===== src/rtl/mole_hit_detector_if.sv =====
// Button/mole inputs and scoring outputs of the whack-a-mole hit detector.
// The detector uses the slave side; the board/mole generator uses master.
interface mole_hit_detector_if #(
    parameter int NUM_HOLES = 4
);
    logic                 game_active;
    logic [NUM_HOLES-1:0] buttons;
    logic [NUM_HOLES-1:0] mole_mask;
    logic                 player_scored;
    logic [2:0]           hit_index;
    logic                 miss;
    logic [NUM_HOLES-1:0] mole_clear;

    modport master (
        output game_active,
        output buttons,
        output mole_mask,
        input  player_scored,
        input  hit_index,
        input  miss,
        input  mole_clear
    );

    modport slave (
        input  game_active,
        input  buttons,
        input  mole_mask,
        output player_scored,
        output hit_index,
        output miss,
        output mole_clear
    );
endinterface


===== src/rtl/mole_hit_detector.sv =====
// Whack-a-mole hit detector: synchronise, debounce and edge-detect each button,
// classify presses against the mole pattern and emit one scoring pulse per cycle.
module mole_hit_detector #(
    parameter int NUM_HOLES       = 4,
    parameter int DEBOUNCE_CYCLES = 1000000,
    parameter int DB_CNT_W        = 20
) (
    input  logic               clkIn,
    input  logic               reset,
    mole_hit_detector_if.slave bus
);
    typedef enum logic [0:0] {
        ST_IDLE  = 1'b0,
        ST_ARMED = 1'b1
    } state_t;

    localparam logic [NUM_HOLES-1:0] ZERO_H  = {NUM_HOLES{1'b0}};
    localparam logic [DB_CNT_W-1:0]  ZERO_C  = {DB_CNT_W{1'b0}};
    localparam logic [DB_CNT_W-1:0]  ONE_C   = DB_CNT_W'(1);
    localparam logic [DB_CNT_W-1:0]  DB_LAST = DB_CNT_W'(DEBOUNCE_CYCLES - 1);

    logic [NUM_HOLES-1:0] sync1_r;
    logic [NUM_HOLES-1:0] sync2_r;
    logic [NUM_HOLES-1:0] db_r;
    logic [NUM_HOLES-1:0] db_q_r;
    logic [DB_CNT_W-1:0]  cnt_r [NUM_HOLES];

    state_t               state_r;
    logic [NUM_HOLES-1:0] pending_r;
    logic [NUM_HOLES-1:0] lock_r;
    logic                 scored_r;
    logic [2:0]           hit_index_r;
    logic                 miss_r;
    logic [NUM_HOLES-1:0] mole_clear_r;

    logic [NUM_HOLES-1:0] press_s;
    logic [NUM_HOLES-1:0] hit_s;
    logic [NUM_HOLES-1:0] miss_vec_s;
    logic [NUM_HOLES-1:0] lock_nxt_s;
    logic [NUM_HOLES-1:0] pending_nxt_s;
    logic                 pick_vld_s;
    logic [2:0]           pick_idx_s;
    logic [NUM_HOLES-1:0] pick_oh_s;

    // Two-flop synchroniser, per-hole debounce counter and edge-detect history
    always_ff @(posedge clkIn or negedge reset) begin
        if (!reset) begin
            sync1_r <= ZERO_H;
            sync2_r <= ZERO_H;
            db_r    <= ZERO_H;
            db_q_r  <= ZERO_H;
            for (int i = 0; i < NUM_HOLES; i++) begin
                cnt_r[i] <= ZERO_C;
            end
        end else begin
            sync1_r <= bus.buttons;
            sync2_r <= sync1_r;
            db_q_r  <= db_r;
            for (int i = 0; i < NUM_HOLES; i++) begin
                if (sync2_r[i] == db_r[i]) begin
                    cnt_r[i] <= ZERO_C;
                end else if (cnt_r[i] == DB_LAST) begin
                    db_r[i]  <= sync2_r[i];
                    cnt_r[i] <= ZERO_C;
                end else begin
                    cnt_r[i] <= cnt_r[i] + ONE_C;
                end
            end
        end
    end

    // Press classification, lock update and lowest-index pending selection
    always_comb begin
        press_s    = db_r & ~db_q_r;
        hit_s      = press_s & bus.mole_mask & ~lock_r;
        miss_vec_s = press_s & ~hit_s;
        // A lock survives only while its mole stays up
        lock_nxt_s = (lock_r | hit_s) & bus.mole_mask;
        pick_vld_s = 1'b0;
        pick_idx_s = 3'd0;
        pick_oh_s  = ZERO_H;
        for (int i = 0; i < NUM_HOLES; i++) begin
            if (pending_r[i] && !pick_vld_s) begin
                pick_vld_s   = 1'b1;
                pick_idx_s   = 3'(i);
                pick_oh_s[i] = 1'b1;
            end else begin
                pick_oh_s[i] = 1'b0;
            end
        end
        pending_nxt_s = (pending_r & ~pick_oh_s) | hit_s;
    end

    // Game-state FSM owning the hit queue, mole locks and registered outputs
    always_ff @(posedge clkIn or negedge reset) begin
        if (!reset) begin
            state_r      <= ST_IDLE;
            pending_r    <= ZERO_H;
            lock_r       <= ZERO_H;
            scored_r     <= 1'b0;
            hit_index_r  <= 3'd0;
            miss_r       <= 1'b0;
            mole_clear_r <= ZERO_H;
        end else begin
            case (state_r)
                ST_IDLE: begin
                    pending_r    <= ZERO_H;
                    lock_r       <= ZERO_H;
                    scored_r     <= 1'b0;
                    hit_index_r  <= 3'd0;
                    miss_r       <= 1'b0;
                    mole_clear_r <= ZERO_H;
                    if (bus.game_active) begin
                        state_r <= ST_ARMED;
                    end else begin
                        state_r <= ST_IDLE;
                    end
                end
                ST_ARMED: begin
                    if (!bus.game_active) begin
                        // Round over: drop anything still queued
                        state_r      <= ST_IDLE;
                        pending_r    <= ZERO_H;
                        lock_r       <= ZERO_H;
                        scored_r     <= 1'b0;
                        hit_index_r  <= 3'd0;
                        miss_r       <= 1'b0;
                        mole_clear_r <= ZERO_H;
                    end else begin
                        state_r      <= ST_ARMED;
                        pending_r    <= pending_nxt_s;
                        lock_r       <= lock_nxt_s;
                        scored_r     <= pick_vld_s;
                        hit_index_r  <= pick_idx_s;
                        miss_r       <= |miss_vec_s;
                        mole_clear_r <= pick_oh_s;
                    end
                end
                default: begin
                    state_r      <= ST_IDLE;
                    pending_r    <= ZERO_H;
                    lock_r       <= ZERO_H;
                    scored_r     <= 1'b0;
                    hit_index_r  <= 3'd0;
                    miss_r       <= 1'b0;
                    mole_clear_r <= ZERO_H;
                end
            endcase
        end
    end

    assign bus.player_scored = scored_r;
    assign bus.hit_index     = hit_index_r;
    assign bus.miss          = miss_r;
    assign bus.mole_clear    = mole_clear_r;
endmodule

===== src/flat_wrapper.sv =====
// flat-port wrapper written by rule: the top's interface ports become plain ports
module mole_hit_detector_flat 
#(
    parameter int NUM_HOLES       = 4,
    parameter int DEBOUNCE_CYCLES = 1000000,
    parameter int DB_CNT_W        = 20
)
  (clkIn, reset, bus_game_active, bus_buttons, bus_mole_mask, bus_player_scored, bus_hit_index, bus_miss, bus_mole_clear);
  mole_hit_detector_if #(.NUM_HOLES(NUM_HOLES)) bus_i ();
  input  logic clkIn;
  input  logic reset;
  input wire logic [$bits(bus_i.game_active)-1:0] bus_game_active;
  input wire logic [$bits(bus_i.buttons)-1:0] bus_buttons;
  input wire logic [$bits(bus_i.mole_mask)-1:0] bus_mole_mask;
  output wire logic [$bits(bus_i.player_scored)-1:0] bus_player_scored;
  output wire logic [$bits(bus_i.hit_index)-1:0] bus_hit_index;
  output wire logic [$bits(bus_i.miss)-1:0] bus_miss;
  output wire logic [$bits(bus_i.mole_clear)-1:0] bus_mole_clear;
  assign bus_i.game_active = bus_game_active;
  assign bus_i.buttons = bus_buttons;
  assign bus_i.mole_mask = bus_mole_mask;
  assign bus_player_scored = bus_i.player_scored;
  assign bus_hit_index = bus_i.hit_index;
  assign bus_miss = bus_i.miss;
  assign bus_mole_clear = bus_i.mole_clear;
  mole_hit_detector #(.NUM_HOLES(NUM_HOLES), .DEBOUNCE_CYCLES(DEBOUNCE_CYCLES), .DB_CNT_W(DB_CNT_W)) u_core (.clkIn(clkIn), .reset(reset), .bus(bus_i));
endmodule

===== config.mk =====
export PLATFORM = sky130hd
export DESIGN_NAME = mole_hit_detector_flat
export DESIGN_NICKNAME = d
export VERILOG_FILES = /design/src/rtl/mole_hit_detector_if.sv /design/src/rtl/mole_hit_detector.sv /design/src/flat_wrapper.sv
export SDC_FILE = /design/constraint.sdc
export NUM_CORES = 1
export LEC_CHECK = 0
export ABC_AREA = 1
export ABC_CLOCK_PERIOD_IN_PS = 2450
export CORE_ASPECT_RATIO = 1.5
export CORE_MARGIN = 1.5
export CORE_UTILIZATION = 30
export DETAILED_ROUTE_END_ITERATION = 12
export PLACE_DENSITY = 0.57
export REMOVE_ABC_BUFFERS = 1
export SYNTH_ARGS = -nofsm -noshare
export SYNTH_HDL_FRONTEND = slang
export SYNTH_SLANG_ARGS = --single-unit
export TNS_END_PERCENT = 30

===== constraint.sdc =====
create_clock -name clkIn -period 2.45 [get_ports clkIn]
set_input_delay 0.49 -clock clkIn [delete_from_list [all_inputs] [get_ports clkIn]]
set_output_delay 0.49 -clock clkIn [all_outputs]
set_load 0.005 [all_outputs]

After elaboration in Yosys (flattened, before gate mapping) --
Index checks and enable logic that the tools add are counted.
Word-level totals: output and inout bits 9, register bits after elaboration 114, input bits 11
Cells by class: reductions and logical operators 11, eq/ne operators 8, add/sub/neg operators 4, bitwise operators 17, mux-type cells 31
Operator list (number):
- 20-bit two-way mux | 8
- 20-bit by 1-bit adder with 20-bit output (second input constant) | 4
- 20-bit equality test (second input constant) | 4
- 4-bit bitwise AND | 6
- 4-bit one-hot mux with 2 select lines | 3
- 4-bit NOT | 4
- 4-bit two-way mux | 3
- 1-bit two-way mux | 11
- 4-bit OR | 2
- 2-bit AND reduction | 4
- 2-bit two-way mux | 3
- 3-bit one-hot mux with 2 select lines | 1
- 1-bit NOT | 5
- 1-bit equality test | 4
- 1-bit one-hot mux with 2 select lines | 2
- 4-bit OR reduction | 1
- 1-bit logical AND | 3
- 1-bit logical NOT | 3

Depth between registers and ports, before layout --
Gate-level depths: netlist (run 1).
word-level depth 15, depth in mapped cells 9

Worst setup path after synthesis (run 1) --
No wires, ideal clock.
kind register to register, start reg u_core.cnt_r[60] (netlist bit), end reg u_core.cnt_r[69] (netlist bit), buffers on the path 0, path slack 1168 ps, cell stages (with the launch flop) 7, arrival 1159 ps, library setup time 123 ps, cells stage by stage dfrtp_1 -> ha_1 -> nand3_1 -> nor2_2 -> nand3_2 -> nand2_1 -> nor2_1
On the way: longest elaborated chain between the ends 3, elaborated cells on any way between the ends 4, classes of those cells add/sub (1); eq/ne (1); mux (2)
Ends and longest elaborated chain:
- start: declaration | line mole_hit_detector.sv:26 | logic [DB_CNT_W-1:0] cnt_r [NUM_HOLES];
- start signal: indexed assignment | line mole_hit_detector.sv:66 | cnt_r[i] <= cnt_r[i] + ONE_C;
- 20-bit by 1-bit adder with 20-bit output / 20-bit equality test (equally long branches) | line mole_hit_detector.sv:66, mole_hit_detector.sv:62
- 20-bit two-way mux (*) | line mole_hit_detector.sv:62 | end else if (cnt_r[i] == DB_LAST) begin
- 20-bit two-way mux (*) | line mole_hit_detector.sv:60 | if (sync2_r[i] == db_r[i]) begin
Every way passes the cells marked *; elsewhere a longest branch is shown, timed or not. A chain may end at the register's enable or synchronous reset.

Final worst setup path (run 1) --
start reg u_core.scored_r, in the netlist u_core.bus.player_scored, end out bus_player_scored
RTL lines:
- start: declaration | line mole_hit_detector.sv:31 | logic scored_r;
- start signal: assignment | line mole_hit_detector.sv:133 | scored_r <= pick_vld_s;
- end: declaration | line flat_wrapper.sv:15 | output wire logic [$bits(bus_i.player_scored)-1:0] bus_player_scored;
No word-level cell between the ends.

==> flow_metrics.tcl, run 1 <==
set metrics [dict create \
    status "complete, no violations" \
    worst_pin_slew_ns 0.5890 \
    cp-end-kind "primary output" \
    drive_gt1_frac 0.1061 \
    synth_seq_cells 113 \
    met3_length_um 285 \
    dp_hpwl_mm 9.235 \
    cp_data_required_time_ns 1.96 \
    skew_ns 0.01113 \
    cellPowerDensity_mw_per_mm2 705.6 \
    netlist_area_mm2 0.005689 \
    start_util 0.3068 \
    grt_overflow 0 \
    io_buffers 18 \
    path_delay_family "buffers and inverters" \
    antenna_left 0 \
    htreeDepth 4 \
    vias_per_cell 4.461 \
    grt_start_max_net_pins 44 \
    grtUsageTotal 0.1402 \
    tritoncts "built" \
    clkTransAtPathRegs_ns 0.05 \
    nNetsFinal 757 \
    path_class "flop to primary output" \
    cp_data_arrival_time_ns 1.28 \
    clkLatencyLatePin_ns 0.41 \
    cp_cell_sequence "clkdlybuf4s50_1" \
    numCtsBuffers 17 \
    post_drt_wl_per_cell_um 12.34 \
    timing.final.crit_share 0.7241 \
    min_path_type "flop to flop" \
    hold_violations 0 \
    cts.sinks 113 \
    drt-total-wl_mm 12.41 \
    first_global_vias 4719 \
    fmax_mhz 563.6 \
    pin_count 20 \
    ys.warnings.count 0 \
    n_antenna_cell 0 \
    cp_num_buf_inv 1 \
    syn_area_per_cell_um2 8.081 \
    yosysSeqAreaShare 0.4970 \
    rows 61 \
    ir_drop_mv 0.2971 \
    routed.top_layer "met4" \
    synth_cells 704 \
    relSlewSlack 0.6060 \
    finalSetupTns_ns 0 \
    drtIter0Drc 214 \
    slowest_stage "clkdlybuf4s50_1" \
    chipHeight_um 171.7 \
    dp.cells 974 \
    post_cts_buffers 0 \
    first_pass_iters 4 \
    final_cells 1006 \
    yosysUniqueCellTypes 35 \
    place_congestion 0.8534 \
    dieArea_mm2 0.01982 \
    setup_viol 0 \
    cts-root-buf "clkbuf_16" \
    die_w_um 115.4 \
    grt_setup_unrepaired "no" \
    path_max_fanout 1 \
    maxCapViolations 0 \
    crit_path_max_incr_delay_ns 0.51 \
    wl_met2_mm 6.569 \
    antenna_found_initial 0 \
    area_growth_syn_to_layout_pct 20.89 \
    coreArea_mm2 0.01855 \
    leakagePower_nw 2.908 \
    vias 4488 \
    post-route-drc-count 0 \
    met1Wirelength_mm 5.149 \
    clockBufferDepth 2 \
    grt_pass1_wl_mm 21.63 \
    nFillCells 1889 \
    slew_viol_final 0 \
    cp-start-kind "flop" \
    layout_min_cycle_time_ns 1.774 \
]
[placed cells by master, fill, tap and decap left out, drive strengths merged]
cell           instances
xnor2                 14
o41ai                  1
a32oi                  1
o21ai                 10
xor2                  30
nor2                 202
ha                     4
dfrtp                113
conb                   1
inv                   75
clkinv                 3
and2                   2
nand3                 70
clkdlybuf4s50         17
bufinv                 5
buf                    5
clkinvlp               1
a21oi                 16
nor4                   1
o21bai                 2
o31ai                  2
dlygate4sd3            1
nand3b                 2
or2                    3
nand4                  9
clkbuf                22
nand2                122
nor3                  19
nor3b                  1
[report_power, final]
part | total (mW) | leakage (nW) | switching, mW | internal, mW
logic | 0.135 | 1.03 | 0.0898 | 0.0454
clock network | 2.81 | 0.328 | 0.877 | 1.93
registers | 1.91 | 1.55 | 0.0166 | 1.89
total | 4.85 | 2.91 | 0.983 | 3.87
[kinds of logic after synthesis]
group | after synthesis | synth area share
compound gates | 32 | 0.03123
xor+xnor | 44 | 0.07038
fa+ha+maj | 4 | 0.008797
buf+inv | 79 | 0.05432
flops | 113 | 0.4970
other cells | 1 | 0.0006591
simple gates | 431 | 0.3376
[synthesized netlist by cell type, drive strengths merged]
cell | count | area [µm²]
a21oi | 16 | 80.08
a32oi | 1 | 8.760
and2 | 2 | 12.51
buf | 3 | 23.77
clkbuf | 1 | 3.750
conb | 1 | 3.750
dfrtp | 113 | 2828
ha | 4 | 50.05
inv | 75 | 281.5
nand2 | 122 | 478.0
nand3 | 70 | 385.4
nand3b | 2 | 15.01
nand4 | 9 | 56.30
nor2 | 202 | 830.8
nor3 | 19 | 105.1
nor3b | 1 | 12.51
nor4 | 1 | 6.260
o21ai | 10 | 50.05
o21bai | 2 | 15.01
o31ai | 2 | 15.01
o41ai | 1 | 8.760
or2 | 3 | 18.77
xnor2 | 14 | 122.6
xor2 | 30 | 277.8
[registers in the layout, summed over array words and instances (netlist names)]
name,flops
u_core.bus.hit_index,2
u_core.bus.miss,1
u_core.bus.mole_clear,4
u_core.bus.player_scored,1
u_core.cnt_r,80
u_core.db_q_r,4
u_core.db_r,4
u_core.lock_r,4
u_core.pending_r,4
u_core.state_r,1
u_core.sync1_r,4
u_core.sync2_r,4
[worst paths after layout]
check,slack [ns],end,cells after the start,startpoint
max,0.68,bus_player_scored,1,u_core.bus.player_scored
min,0.35,u_core.sync2_r[0],0,u_core.sync1_r[0]
max reg2reg,0.88,u_core.cnt_r[78],8,u_core.cnt_r[60]
min reg2reg,0.35,u_core.sync2_r[0],0,u_core.sync1_r[0]
max in group asynchronous,1.29,u_core.cnt_r[61],3,reset
min in group asynchronous,0.50,u_core.cnt_r[15],2,reset
[cell type report]
class / instances / area [µm²] / share of cell area
clock buffers: 22 / 494.2 / 0.07186
clock inverters: 9 / 176.4 / 0.02565
inverters: 75 / 281.5 / 0.04093
multi-input cells: 512 / 2552 / 0.3711
flip-flops and latches: 113 / 2828 / 0.4111
well taps: 252 / 315.3 / 0.04584
repair buffers: 23 / 230.2 / 0.03347
[metrics by stage]
stage                     hold WS, ns  worst slack [ns]    util  instance area, µm²  total power, mW
after floorplan                0.1944             1.168       -                5662            1.997
after global placement         0.3321            0.6644  0.3341                6197            2.080
after detailed placement       0.3378            0.6584  0.3341                6197            2.082
after CTS                      0.3498            0.6298  0.3708                6878            4.918
after global routing           0.3608            0.6323  0.3708                6878            5.016
final                          0.3477            0.6758  0.3708                6878            4.853
[layer usage]
metal	up-vias	track usage
met1	2101	0.1516
met5	-	0
met2	62	0.2550
met3	32	0.02290
li1	2293	-
met4	0	0.08052
[what timing repair did]
action | in CTS | in global routing
hold buffers | 1 | 0
hold endpoints to repair | 16 | 0
setup endpoints to repair | 0 | 0
gates resized for setup | 0 | 0
Power figures use the tool's default switching activity.
==> inputs of run 2 (changes only) <==
- ABC_CLOCK_PERIOD_IN_PS: 2450 -> 1600
- PLACE_DENSITY: 0.57 -> 0.59
- clock period: 2.45 -> 1.6 ns (I/O delays scaled with it)
==> flow_metrics.tcl, run 2 (same netlist as run 1, synthesis figures left out) <==
set metrics [dict create \
    layout_common_cells "nor2_1, nand2_1, dfrtp_1" \
    clkTransAtPathRegs_ns 0.05 \
    cp_num_buf_inv 0 \
    rows 61 \
    slowest_stage "dfrtp_1" \
    cp_data_required_time_ns 1.89 \
    htreeDepth 4 \
    dp_worst_setup_slack_ns 0.04797 \
    startpoint "u_core.cnt_r[40]" \
    path_max_fanout 6 \
    timing.final.crit_share 0.8904 \
    grt_overflow 0 \
    first_global_vias 4714 \
    path_delay_family "simple AND/OR/NAND/NOR gates" \
    vias 4581 \
    cts-root-buf "clkbuf_16" \
    cp_data_arrival_time_ns 1.71 \
    drive_gt1_frac 0.1207 \
    first_pass_iters 5 \
    dp.cells 981 \
    pin_count 20 \
    reg2reg_depth 6 \
    fin_ws_ns 0.1753 \
    leakagePower_nw 3.001 \
    final_area_mm2 0.006905 \
    final_cells 1014 \
    ir_drop_mv 0.6877 \
    status "complete, no violations" \
    dieArea_mm2 0.01982 \
    drtIter0Drc 155 \
    r2r_end "u_core.cnt_r[58]" \
    setup_viol 0 \
    reg2reg_slack_ns 0.18 \
    cp.depth 6 \
    crit_path_max_incr_delay_ns 0.37 \
    io_buffers 18 \
    cpMostUsedCell "nand3_2" \
    grtUsageTotal 0.1376 \
    hold_ws_ns 0.3454 \
    mostFrequentLayoutCell "nor2_1" \
    fmax_mhz 701.9 \
    numCtsBuffers 17 \
    post-route-drc-count 0 \
    vias_per_cell 4.518 \
    nNetsFinal 765 \
    drt-total-wl_mm 12.24 \
    skew_ns 0.009485 \
    area_growth_syn_to_layout_pct 21.38 \
    n_antenna_cell 0 \
    dp_hpwl_mm 9.095 \
    cp_cell_sequence "ha_1, nand3_2, nor2_2, nand3_2, nand2_1, nor2_1" \
    coreArea_mm2 0.01855 \
    grt_setup_unrepaired "no" \
    cts.sinks 113 \
    utilization 0.3723 \
    grt_start_max_net_pins 53 \
    crit_path_end "u_core.cnt_r[58]" \
    path_class "flop to flop" \
    layout_min_cycle_time_ns 1.425 \
    cp-start-kind "flop" \
    die_w_um 115.4 \
    place_congestion 0.8696 \
    maxCapViolations 0 \
    post_drt_wl_per_cell_um 12.07 \
    regMostFlops "u_core.cnt_r" \
    clkLatencyLatePin_ns 0.41 \
    placed_cell_area_mm2 0.006262 \
    cellPowerDensity_mw_per_mm2 1003 \
    antenna_left 0 \
    clockBufferDepth 2 \
    grt_pass1_wl_mm 21.19 \
    finalSetupTns_ns 0 \
    slew_viol_final 0 \
    min_path_type "primary input to async pin" \
    cp-end-kind "flop" \
    tritoncts "built" \
    start_util 0.3068 \
    total_power_mw 6.927 \
    largest_reg_flops 80 \
    antenna_found_initial 0 \
    chipHeight_um 171.7 \
    rr_startpoint "u_core.cnt_r[40]" \
    hold_violations 0 \
]
-- run 2: cell types whose count changed in the layout (fill, tap and decap cells not counted), sizes merged --
cell / previous run / this run
buf: 5 / 13
clkdlybuf4s50: 17 / 9
dlygate4sd2: 0 / 4
dlymetal6s2s: 0 / 4
bufinv: 5 / 2
clkinvlp: 1 / 4
-- run 2: worst min-delay path by stage --
stage,from,end,slack [ns],cells past startpoint
finish,reset,u_core.cnt_r[11],0.35,2
global route,bus_buttons[3],u_core.sync1_r[3],0.34,1
CTS,reset,u_core.cnt_r[11],0.34,2
detailed placement,reset,u_core.cnt_r[11],0.24,1
global placement,reset,u_core.cnt_r[11],0.24,1
floorplan,reset,u_core.bus.hit_index[0],0.02,0
-- run 2: layout make-up --
cell class / instances / area, µm²
clock buffer: 22 / 494.2
clock inverter: 9 / 105.1
fill: 1901 / 11640
inverter: 75 / 281.5
multi-input combinational: 512 / 2574
sequential: 113 / 2828
tap: 252 / 315.3
timing repair buffer: 31 / 307.8
-- run 2: per-layer routing --
metal | vias to the layer above | wire length, µm | global-route usage
met5 | - | 0 | 0
met4 | 0 | 420 | 0.07890
met3 | 32 | 302 | 0.02925
met2 | 64 | 6494 | 0.2444
met1 | 2170 | 5019 | 0.1496
li1 | 2315 | - | -
-- run 2: timing repair --
item                       in CTS  in global routing
gates resized for setup         4                  9
hold endpoints to repair       20                  0
pin swaps                       0                  2
hold buffers                    1                  0
setup buffers                   0                  1
gates cloned                    0                  0
setup endpoints to repair       4                 17
-- run 2: where the power goes --
| part | total [mW] | switching, mW | leakage [nW] | internal, mW |
|---|---|---|---|---|
| Clock | 3.79 | 1.31 | 0.286 | 2.48 |
| Sequential | 2.92 | 0.0243 | 1.55 | 2.90 |
| Combinational | 0.216 | 0.140 | 1.17 | 0.0767 |
| Total | 6.93 | 1.47 | 3.00 | 5.45 |
==> inputs of run 3 (changes only) <==
- CTS_BUF_LIST: not set -> sky130_fd_sc_hd__clkbuf_4
==> flow_metrics.tcl, run 3 (same netlist as run 1, synthesis figures left out) <==
set metrics [dict create \
    status "complete, no violations" \
    path_max_fanout 1 \
    r2r_end "u_core.cnt_r[38]" \
    antenna_left 0 \
    slew_viol_final 0 \
    grt_start_max_net_pins 53 \
    cp.depth 1 \
    layout_common_cells "nor2_1, nand2_1, dfrtp_1" \
    drive_gt1_frac 0.1155 \
    cts.sinks 113 \
    start_util 0.3068 \
    htreeDepth 4 \
    grt_overflow 0 \
    io_buffers 18 \
    grt_setup_unrepaired "no" \
    post-route-drc-count 0 \
    ir_drop_mv 0.3644 \
    area_growth_syn_to_layout_pct 15.09 \
    swShare 0.2465 \
    path_class "flop to primary output" \
    drtIter0Drc 190 \
    power.switching_mw 1.258 \
    seqCellArea_mm2 0.002828 \
    combPwrFrac 0.043 \
    dieArea_mm2 0.01982 \
    grtUsageTotal 0.1362 \
    post_drt_wl_per_cell_um 11.95 \
    dp_worst_setup_slack_ns 0.04797 \
    vias_per_cell 4.484 \
    first_global_vias 4620 \
    numCtsBuffers 17 \
    cp_data_required_time_ns 1.28 \
    largest_reg_flops 80 \
    chipHeight_um 171.7 \
    p_clk_frac 0.387 \
    crit_path_max_incr_delay_ns 0.40 \
    p_int_mw 3.847 \
    skew_ns 0.02124 \
    slowest_stage "dfrtp_1" \
    regMostFlops "u_core.cnt_r" \
    antenna_found_initial 1 \
    cp_data_arrival_time_ns 1.17 \
    mostFrequentLayoutCell "nor2_1" \
    rr_startpoint "u_core.cnt_r[20]" \
    seq_power_share 0.571 \
    maxCapViolations 0 \
    coreArea_mm2 0.01855 \
    total_power_mw 5.106 \
    dp_hpwl_mm 9.095 \
    pin_count 20 \
    fin_ws_ns 0.1127 \
    tritoncts "built" \
    clockBufferDepth 2 \
    path_delay_family "flip-flops" \
    clkLatencyLatePin_ns 0.51 \
    utilization 0.3530 \
    cp_cell_sequence "dlygate4sd2_1" \
    leakagePower_nw 2.786 \
    drt-total-wl_mm 12.13 \
    min_path_type "primary input to async pin" \
    cp-start-kind "flop" \
    layout_min_cycle_time_ns 1.487 \
    hold_ws_ns 0.2301 \
    nFillCells 1968 \
    clkTransAtPathRegs_ns 0.11 \
    grt_pass1_wl_mm 21.01 \
    finalSetupTns_ns 0 \
    cp-end-kind "primary output" \
    cts-root-buf "clkbuf_4" \
    timing.final.crit_share 0.9296 \
    first_pass_iters 4 \
    setup_viol 0 \
    die_w_um 115.4 \
    cp_num_buf_inv 1 \
    hold_violations 0 \
    vias 4551 \
    nNetsFinal 765 \
    fmax_mhz 672.3 \
    reg2reg_depth 7 \
    cellPowerDensity_mw_per_mm2 779.8 \
    place_congestion 0.8696 \
    rows 61 \
    reg2reg_slack_ns 0.18 \
    multiInputGateArea_mm2 0.002576 \
]
[run 3: timing repair]
item,in CTS,in global routing
pin swaps,0,2
hold endpoints to repair,35,0
gates resized for setup,8,6
buffers inserted,0,1
hold buffers,1,0
setup endpoints to repair,8,15
[run 3: worst max path at each step]
stage,start,to
final,u_core.bus.mole_clear[1],bus_mole_clear[1]
after global routing,u_core.cnt_r[0],u_core.cnt_r[14]
after CTS,u_core.bus.player_scored,bus_player_scored
after detailed placement,bus_mole_mask[1],u_core.pending_r[1]
after global placement,bus_mole_mask[1],u_core.bus.miss
after floorplan,u_core.cnt_r[60],u_core.cnt_r[69]
[run 3: layer usage]
layer / vias up / GRT usage / part of all wire
met2: 60 / 0.2434 / 0.53
met1: 2159 / 0.1492 / 0.42
met5: - / 0 / 0
met3: 26 / 0.03347 / 0.026
met4: 0 / 0.06549 / 0.024
li1: 2306 / - / -
[run 3: layout make-up]
cell class,instances,area share
flip-flops and latches,113,0.4319
clock buffers,17,0.01949
multi-input cells,512,0.3935
clock inverters,14,0.01892
well taps,252,0.04816
repair buffers,31,0.04472
inverters,75,0.04300
diodes,1,0.0003822
[run 3: power by group through the flow]
stage	logic, mW	registers [mW]	clock network, mW
after global placement	0.222	2.97	0
after CTS	0.228	2.92	2.07
after detailed placement	0.226	2.97	0
after floorplan	0.0920	2.97	0
after global routing	0.254	2.92	2.20
final	0.218	2.91	1.97
[run 3: through the flow]
step | instances | cell area, µm²
after floorplan | 700 | 5662
after global routing | 1015 | 6548
after detailed placement | 981 | 6262
after global placement | 981 | 6262
after CTS | 1013 | 6514
final | 1015 | 6548
